[src/rtl/placement_pkg.sv]
// Shared definitions for the placement pipeline.
//   DW             : default data width of memory words and stream fields
//   NODE_NONE      : marker for an unplaced node / empty grid cell (-1)
//   loader_state_e : graph_loader control states
//   max_int        : elaboration-time helper used to size the clear sweep
package placement_pkg;

    localparam int DW = 32;
    localparam logic [31:0] NODE_NONE = 32'hFFFF_FFFF;

    typedef enum logic [2:0] {
        IDLE,
        CLR,
        LOAD,
        DONE,
        ERR
    } loader_state_e;

    function automatic int max_int(input int a, input int b);
        return (a > b) ? a : b;
    endfunction

endpackage

[src/rtl/graph_loader_clear.sv]
// Clear sweep for graph_loader: walks k = 0..D-1, D = max(2**V, GRID_N*GRID_N),
// one step per cycle, and decodes which of the position and grid memories
// take a write at each k.
// Ports:
//   clk, reset           rising-edge clock, asynchronous active-low reset
//   start                begin a sweep at k=0 (only issued while idle)
//   we_pos, addr_pos     position write strobe/address, high while k < 2**V
//   we_grid, addr_grid   grid write strobe/address, high while k < GRID_N*GRID_N
//   sweep_done           high during the k=D-1 write (final sweep cycle)
module graph_loader_clear
    import placement_pkg::*;
#(
    parameter int V      = 11,
    parameter int GRID_N = 10,
    parameter int DW     = placement_pkg::DW
) (
    input  logic          clk,
    input  logic          reset,
    input  logic          start,
    output logic          we_pos,
    output logic [DW-1:0] addr_pos,
    output logic          we_grid,
    output logic [DW-1:0] addr_grid,
    output logic          sweep_done
);

    localparam int POS_N      = 1 << V;
    localparam int GRID_CELLS = GRID_N * GRID_N;
    localparam int DEPTH      = max_int(POS_N, GRID_CELLS);
    // One spare bit so the exclusive bounds below are representable.
    localparam int KW         = $clog2(DEPTH) + 1;

    localparam logic [KW-1:0] K_LAST   = KW'(DEPTH - 1);
    localparam logic [KW-1:0] POS_END  = KW'(POS_N);
    localparam logic [KW-1:0] GRID_END = KW'(GRID_CELLS);

    logic          active;
    logic [KW-1:0] k;

    always_ff @(posedge clk or negedge reset) begin
        if (!reset) begin
            active <= 1'b0;
            k      <= '0;
        end else if (start) begin
            active <= 1'b1;
            k      <= '0;
        end else if (active) begin
            if (k == K_LAST) begin
                active <= 1'b0;
                k      <= '0;
            end else begin
                k <= k + KW'(1);
            end
        end
    end

    assign we_pos     = active && (k < POS_END);
    assign we_grid    = active && (k < GRID_END);
    assign addr_pos   = we_pos  ? DW'(k) : '0;
    assign addr_grid  = we_grid ? DW'(k) : '0;
    assign sweep_done = active && (k == K_LAST);

endmodule

[src/rtl/graph_loader.sv]
// Graph loader, the stage directly upstream of placement.
// On start it sweep-clears the pos_X/pos_Y and grid memories to -1, then
// accepts a streamed (src,dst) edge list and writes it into the eaData/ebData
// edge memories. Reports the edge count (placement's n_edge) and the first
// written source node, which the placer seeds first.
// Ports:
//   clk, reset                  rising-edge clock, asynchronous active-low reset
//   start                       one-cycle pulse, honoured in IDLE/DONE/ERR only
//   edge_valid/ready/src/dst/last  edge stream input
//   we_ea, we_eb, addr_e, din_ea, din_eb   edge memory write port (registered)
//   we_pos, addr_pos, din_pos   shared pos_X/pos_Y clear port
//   we_grid, addr_grid, din_grid   grid clear port
//   busy, done, error           status: CLR|LOAD, held in DONE, held in ERR
//   edge_count, first_node, dropped   load results
//   fsm_state                   current control state, for observation
// Optional build macro: LOADER_SELFLOOP_DROP_EN -- legal src==dst beats are
// accepted but not written and are counted in dropped. Without it self-loops
// are ordinary edges and dropped stays 0.
module graph_loader
    import placement_pkg::*;
#(
    parameter int V      = 11,
    parameter int GRID_N = 10,
    parameter int DW     = placement_pkg::DW
) (
    input  logic          clk,
    input  logic          reset,
    input  logic          start,
    input  logic          edge_valid,
    output logic          edge_ready,
    input  logic [DW-1:0] edge_src,
    input  logic [DW-1:0] edge_dst,
    input  logic          edge_last,
    output logic          we_ea,
    output logic          we_eb,
    output logic [DW-1:0] addr_e,
    output logic [DW-1:0] din_ea,
    output logic [DW-1:0] din_eb,
    output logic          we_pos,
    output logic [DW-1:0] addr_pos,
    output logic [DW-1:0] din_pos,
    output logic          we_grid,
    output logic [DW-1:0] addr_grid,
    output logic [DW-1:0] din_grid,
    output logic          busy,
    output logic          done,
    output logic          error,
    output logic [DW-1:0] edge_count,
    output logic [DW-1:0] first_node,
    output logic [DW-1:0] dropped,
    output loader_state_e fsm_state
);

    localparam int POS_N = 1 << V;

    loader_state_e state, state_next;
    logic          clr_start, clr_done;
    logic          accept, in_range, overflow, self_loop;
    logic          do_write, do_drop;
    logic          we_e;

    graph_loader_clear #(
        .V      (V),
        .GRID_N (GRID_N),
        .DW     (DW)
    ) u_clear (
        .clk        (clk),
        .reset      (reset),
        .start      (clr_start),
        .we_pos     (we_pos),
        .addr_pos   (addr_pos),
        .we_grid    (we_grid),
        .addr_grid  (addr_grid),
        .sweep_done (clr_done)
    );

    // Handshake: a beat transfers on a rising edge where edge_valid and
    // edge_ready are both high; edge_src/edge_dst/edge_last are only looked
    // at on that edge. edge_ready is a flop that is high exactly while the
    // state is LOAD, so it falls in the cycle after a last or illegal beat.
    always_comb begin
        state_next = state;
        clr_start  = 1'b0;
        do_write   = 1'b0;
        do_drop    = 1'b0;
        accept     = edge_valid && edge_ready;
        // Signed ids: a clear upper field means 0 <= id < 2**V.
        in_range   = (edge_src[DW-1:V] == '0) && (edge_dst[DW-1:V] == '0);
        overflow   = (edge_count == DW'(POS_N));
`ifdef LOADER_SELFLOOP_DROP_EN
        self_loop  = (edge_src == edge_dst);
`else
        self_loop  = 1'b0;
`endif
        case (state)
            IDLE, DONE, ERR: begin
                if (start) begin
                    state_next = CLR;
                    clr_start  = 1'b1;
                end
            end
            CLR: begin
                if (clr_done) state_next = LOAD;
            end
            LOAD: begin
                if (accept) begin
                    // Error outranks last: an illegal last beat ends in ERR.
                    if (!in_range || overflow) begin
                        state_next = ERR;
                    end else begin
                        do_write = !self_loop;
                        do_drop  = self_loop;
                        if (edge_last) state_next = DONE;
                    end
                end
            end
            default: state_next = IDLE;
        endcase
    end

    always_ff @(posedge clk or negedge reset) begin
        if (!reset) begin
            state      <= IDLE;
            edge_ready <= 1'b0;
            we_e       <= 1'b0;
            addr_e     <= '0;
            din_ea     <= '0;
            din_eb     <= '0;
            edge_count <= '0;
            first_node <= '1;
            dropped    <= '0;
        end else begin
            state      <= state_next;
            edge_ready <= (state_next == LOAD);
            we_e       <= do_write;
            if (do_write) begin
                addr_e     <= edge_count;
                din_ea     <= edge_src;
                din_eb     <= edge_dst;
                edge_count <= edge_count + DW'(1);
                if (edge_count == '0) first_node <= edge_src;
            end
            if (do_drop) dropped <= dropped + DW'(1);
            // A new load starts from a clean set of results.
            if (clr_start) begin
                edge_count <= '0;
                dropped    <= '0;
                first_node <= '1;
            end
        end
    end

    assign we_ea     = we_e;
    assign we_eb     = we_e;
    assign din_pos   = NODE_NONE;
    assign din_grid  = NODE_NONE;
    assign busy      = (state == CLR) || (state == LOAD);
    assign done      = (state == DONE);
    assign error     = (state == ERR);
    assign fsm_state = state;

endmodule

[config.mk]
export PLATFORM = sky130hd
export DESIGN_NAME = graph_loader
export DESIGN_NICKNAME = d
export VERILOG_FILES = /design/src/rtl/placement_pkg.sv /design/src/rtl/graph_loader_clear.sv /design/src/rtl/graph_loader.sv
export SDC_FILE = /design/constraint.sdc
export NUM_CORES = 1
export LEC_CHECK = 0
export CAP_MARGIN = 20
export CORE_AREA = 4 4 152 154
export DETAILED_ROUTE_END_ITERATION = 10
export DIE_AREA = 0 0 156 158
export MAX_ROUTING_LAYER = met4
export PLACE_DENSITY = 0.85
export SYNTH_ARGS = -nofsm -noshare
export SYNTH_HDL_FRONTEND = slang
export SYNTH_SLANG_ARGS = --single-unit
[constraint.sdc]
create_clock -name clk -period 2.7 [get_ports clk]
set_input_delay 0.405 -clock clk [delete_from_list [all_inputs] [get_ports clk]]
set_output_delay 0.405 -clock clk [all_outputs]
set_load 0.005 [all_outputs]
# After elaboration in Yosys (flattened, before gate mapping)
# Index checks and enable logic that the tools add are counted.
# W data, S select, Z words.
[totals]
register_bits = 210
input_bits = 69
output_inout_bits = 331
wordCells = 64
[op_classes]
addsub = 2
n_lt_le_gt_ge = 2
eq_ne = 7
n_mux = 25
n_reduce_logical = 17
[op_table]
columns = ["op", "n"]
rows = [
  ["$mux W32", 6],
  ["$mux W12", 5],
  ["$logic_not A21 Y1", 2],
  ["$add A32 B1 Y32 const B", 1],
  ["$eq A32 B12 Y1 const B", 1],
  ["$logic_not A32 Y1", 1],
  ["$mux W3", 5],
  ["$add A12 B1 Y12 const B", 1],
  ["$eq A12 B11 Y1 const B", 1],
  ["$lt A12 B12 Y1 const B", 1],
  ["$lt A12 B7 Y1 const B", 1],
  ["$eq A3 B2 Y1 const B", 3],
  ["$pmux W3 S3", 1],
  ["$mux W1", 8],
  ["$reduce_bool A2 Y1", 3],
  ["$logic_and A1 B1 Y1", 5],
  ["$eq A3 B1 Y1 const B", 1],
  ["$eq A3 B3 Y1 const B", 1],
  ["$logic_not A3 Y1", 1],
  ["$reduce_or A3 Y1", 1],
  ["$logic_or A1 B1 Y1", 2],
  ["$reduce_and A2 Y1", 1],
  ["$logic_not A1 Y1", 1],
]

# Longest topological paths before layout
# Gate-level depths: netlist (run 1).
[logic_depth]
ltp_word = 9
ltp_mapped = 10
mapped_depth_nobuf = 8

# Hierarchy
# Synthesis (run 1) repeated with hierarchy kept, for this count alone.
[hier_totals]
cells_unflattened = 862
hier_area_um2 = 8919.8
[modules_own_cells]
columns = ["module", "n_inst", "cells_per_inst", "area_each_um2", "seq_area_each_um2"]
rows = [
  ["graph_loader", 1, 714, 7667.4, 4169.0],
  ["graph_loader_clear", 1, 148, 1252.5, 325.3],
]

# Worst setup path before layout (run 1)
# OpenSTA, ideal clock, no wires.
[synth_timing]
path_kind = "flip-flop to flip-flop"
start = "register edge_count[0]"
end = "register addr_e[11]"
setup_time_ns = 0.125
t_arrival_ns = 2.202
required_time_ns = 2.575
path_slack_ns = 0.373
stages_incl_launch_ff = 10
n_path_buf = 2
synth_period_minus_slack_ns = 2.327
cell_sequence = "dfrtp_1 inv_1 ha_1 nor4b_1 nand2_1 nor4_1 nand4b_1 buf_2 buf_2 mux2_2"
[synth_via]
elab_chain_len = 5
[synth_rtl]
columns = ["element", "line", "source"]
rows = [
  ["start: declaration", "graph_loader.sv:48", "output logic [DW-1:0] edge_count,"],
  ["start signal: assignment", "graph_loader.sv:140", "edge_count <= edge_count + DW'(1);"],
  ["$eq A32 B12 Y1", "graph_loader.sv:89", "overflow = (edge_count == DW'(POS_N));"],
  ["$logic_or A1 B1 Y1", "graph_loader.sv:108", "if (!in_range || overflow) begin"],
  ["$mux W1", "graph_loader.sv:108", ""],
  ["$mux W1", "graph_loader.sv:106", "if (accept) begin"],
  ["$mux W1", "graph_loader.sv:95", "case (state)"],
  ["end signal: assignment", "graph_loader.sv:137", "addr_e <= edge_count;"],
  ["end: declaration", "graph_loader.sv:36", "output logic [DW-1:0] addr_e,"],
]
# Every way passes these cells.
# A chain may end at the register's enable or synchronous reset.

# Final worst setup path (run 1)
[layout_timing]
start = "register u_clear.k[4]"
end = "output addr_grid[2]"
[layout_via]
elab_chain_len = 3
[layout_rtl]
columns = ["element", "line", "source"]
rows = [
  ["start: declaration", "graph_loader_clear.sv:38", "logic [KW-1:0] k;"],
  ["start signal: assignment", "graph_loader_clear.sv:52", "k <= k + KW'(1);"],
  ["$lt A12 B7 Y1", "graph_loader_clear.sv:58", "assign we_grid = active && (k < GRID_END);"],
  ["$logic_and A1 B1 Y1", "graph_loader_clear.sv:58", ""],
  ["$mux W12", "graph_loader_clear.sv:60", "assign addr_grid = we_grid ? DW'(k) : '0;"],
  ["end: declaration", "graph_loader.sv:43", "output logic [DW-1:0] addr_grid,"],
]
# Every way passes these cells.

==> results.md, run 1 <==
* Status: finished, final reports clean
* First-pass DRT Iterations at 5
* CTS sink cnt at 178
* Fmax achieved at 382 MHz
* Final Skew at 15.8 ps
* TritonCTS clock tree: built
* Die area at 0.0246 sq mm
* FP Rows at 54
* ANT nets after route at 0
* Sequential fraction of the synthesis area at 0.528
* CTS Buffer Depth at 2
* Worst-Skew Late Latency at 430 ps
* Die H at 158 microns
* Final Hold Viols at 0
* Post-Syn Area at 0.00851 sq mm
* Remaining global-route overflow at 0
* Dpl hpwl at 17200 microns
* Startpoint types: flop
* Worst rel slew slack at 0.645
* Commonest non-fill, non-tap cell in the layout: clkdlybuf4s50_1
* Area delta synth->final at 40.4%
* DRC errors left at 0
* RR Endpoint: addr_e[15]$_DFFE_PN0P_
* DP Worst Slack at -216 ps
* Vias/cell at 4.77
* Worst path required time at 2300 ps
* Mapped Avg Cell Area at 10.6 sq um
* Largest net degree at the start of global routing at 66
* CTS Buf Count at 17
* Worst EP arrival at 2210 ps
* Vias in the first global route at 6670
* CP Launch Point: u_clear.k[4]$_DFFE_PN0P_
* Iter 0 DRT Violations at 362
* Setup ws final at 83.5 ps
* Cell Count Post-Placement at 1363
* DR WL/cell at 16.9 microns
* Final Non-Filler Cells at 1400
* Nets at 1178
* Initial antenna violation count at 1
* Share of cells above drive strength 1 at 0.165
* Final Cycle Share at 0.969
* P_leak at 5.61 nW
* H-tree depth at 4
* Root Buffer: clkbuf_16
* Ys async rst share at 1.00
* Post-synthesis cell type count at 46
* Min cycle time layout at 2620 ps
* Synthesized instance count at 806
* Die width at 156 microns
* Max-cap violations at 0
* Starting density of the core at 0.393
* # port buffers at 257
* Worst VDD drop at 0.373 mV
* I/O pin total at 400
* Crit path max fanout at 8
* Path type of the worst min-delay path: reg -> reg
* CP Class: reg -> out
* Fin. max-slew vios at 0
* Number of synthesized flops with an enable pin at 0
* First-pass GRT wire length at 35400 microns
* R2r setup slk at 160 ps
* Reg-to-reg startpoint: edge_count[28]$_DFFE_PN0P_
* Clock-pin transition on the worst setup and hold timing paths at 80 ps
* Power Density at 509 mW/mm^2
* Routed via count at 6671
* Final setup violation count at 0
* Total GRT Usage at 0.187
* Core Region at 0.0217 sq mm
* Yosys warns at 0
* Critical Path Sink: addr_grid[2]
* Setup crit end kind: output port
* DRT Wirelength at 23700 microns
* Top_reg_cell synth: dfrtp_1
* Cell depth of the worst flop-to-flop path at 8
* GP Congestion at 0.863
* Most frequent cells in the layout: clkdlybuf4s50_1, dfrtp_1, conb_1
* #FFs+latches synth at 178
* Least-Margin Pin Slew at 533 ps
-- sequential cells by signal, summed over array words and instances, names as in the netlist, 3 cells and up --
register,flops
din_eb,32
edge_count,32
din_ea,32
addr_e,32
first_node,32
fsm_state,3
u_clear.k,12
-- synthesized netlist by cell type, types with 2 or more instances --
cell type  count  area [sq um]
o21ai_0       37           185
nand2_1       87           327
nand4_1       15          93.8
nor2_1        29           109
mux2i_1       12           120
or3_1         23           144
nor4_1        17           106
clkbuf_1      22          82.6
nor3_1         4          20.0
and4_1         2          17.5
o31ai_1        7          52.6
mux2_2        49           552
dfrtp_1      146          3650
nor2b_1        3          18.8
ha_1           3          37.5
nand3_1       18          90.1
buf_2          9          45.0
xnor2_1        2          17.5
dfstp_2       32           841
nand2b_1       2          12.5
a21oi_1       30           150
and3_1         7          43.8
xor2_1         5          43.8
or4_1          8          60.1
buf_4        143          1070
inv_1          9          33.8
and3b_1        2          17.5
and2_1        63           394
or3b_2         2          17.5
conb_1         2          7.51
-- power by group --
part | switching, mW | internal [mW] | total (mW)
clock network | 1.23 | 1.25 | 2.48
logic | 0.352 | 0.414 | 0.766
registers | 0.0990 | 2.74 | 2.84
total | 1.68 | 4.40 | 6.09
-- routing by layer --
metal / part of all wire / vias to the layer above / routed length [microns] / global-route usage
met3: 0.10 / 22 / 2470 / 0.0664
met1: 0.38 / 3244 / 9090 / 0.220
met5: 0 / - / 0 / -
li1: - / 3051 / - / -
met4: 0.010 / 0 / 239 / 0.0459
met2: 0.50 / 354 / 11900 / 0.308
-- layout make-up --
| class | count | area, sq um |
|---|---|---|
| tap | 280 | 350 |
| inverter | 9 | 33.8 |
| clock inverter | 14 | 166 |
| multi-input combinational | 584 | 3350 |
| sequential | 178 | 4500 |
| antenna | 1 | 2.50 |
| clock buffer | 18 | 429 |
| fill | 1823 | 9730 |
| timing repair buffer | 316 | 3130 |
-- cells by family (layout without fill, tap and decap cells) --
logic type | after synthesis | count (layout) | synth area share
AOI/OAI and AO/OA | 83 | 83 | 0.0544
xor gates and xnor gates | 7 | 7 | 0.00720
adders and majority gates | 3 | 3 | 0.00441
buffers and inverters | 184 | 357 | 0.146
DFF | 178 | 178 | 0.528
muxes | 61 | 61 | 0.0789
other | 2 | 143 | 0.000882
and+or+nand+nor | 288 | 288 | 0.181
-- worst min path at each step --
stage | start | end | slack [ps] | cells past startpoint
3_3_place_gp | reset | din_eb[10]$_DFFE_PN0P_ | 400 | 1
5_1_grt | first_node[25]$_DFFE_PN1P_ | first_node[25]$_DFFE_PN1P_ | 470 | 2
6_report | first_node[27]$_DFFE_PN1P_ | first_node[27]$_DFFE_PN1P_ | 460 | 2
2_1_floorplan | reset | addr_e[0]$_DFFE_PN0P_ | 110 | 0
3_5_place_dp | reset | din_eb[10]$_DFFE_PN0P_ | 400 | 1
4_1_cts | first_node[11]$_DFFE_PN1P_ | first_node[11]$_DFFE_PN1P_ | 460 | 2
-- per-stage QoR --
step                      total power [mW]  setup TNS (ps)  instance area, sq um  hold WS, ps  utilization
after floorplan                       3.29               0                  9040          109            -
after global placement                3.63           -2730                 11300          401        0.519
after detailed placement              3.64           -6760                 11300          403        0.519
after CTS                             6.14               0                 11900          460        0.548
after global routing                  6.35           -22.8                 12000          469        0.551
final                                 6.09               0                 12000          459        0.551
-- critical path: stages (launching register included) --
cell and delay [ps]:
dfrtp_1 480, nor3_2 210, nor2_1 50, nor4_1 200, buf_4 200, and2_1 130, clkdlybuf4s50_1 510
-- what timing repair did --
action | CTS | global route
endpoints found under the setup margin | 33 | 55
buffers inserted | 0 | 2
cloned | 0 | 1
resized for setup | 3 | 8
hold buffers | 1 | 0
endpoints found under the hold margin | 50 | 0
Power figures use the tool's default switching activity.
==> inputs of run 2 (changes only) <==
- SLEW_MARGIN: unset -> 5
==> results of run 2 <==
The final DEF is identical to that of run 1; final timing and power are the same.
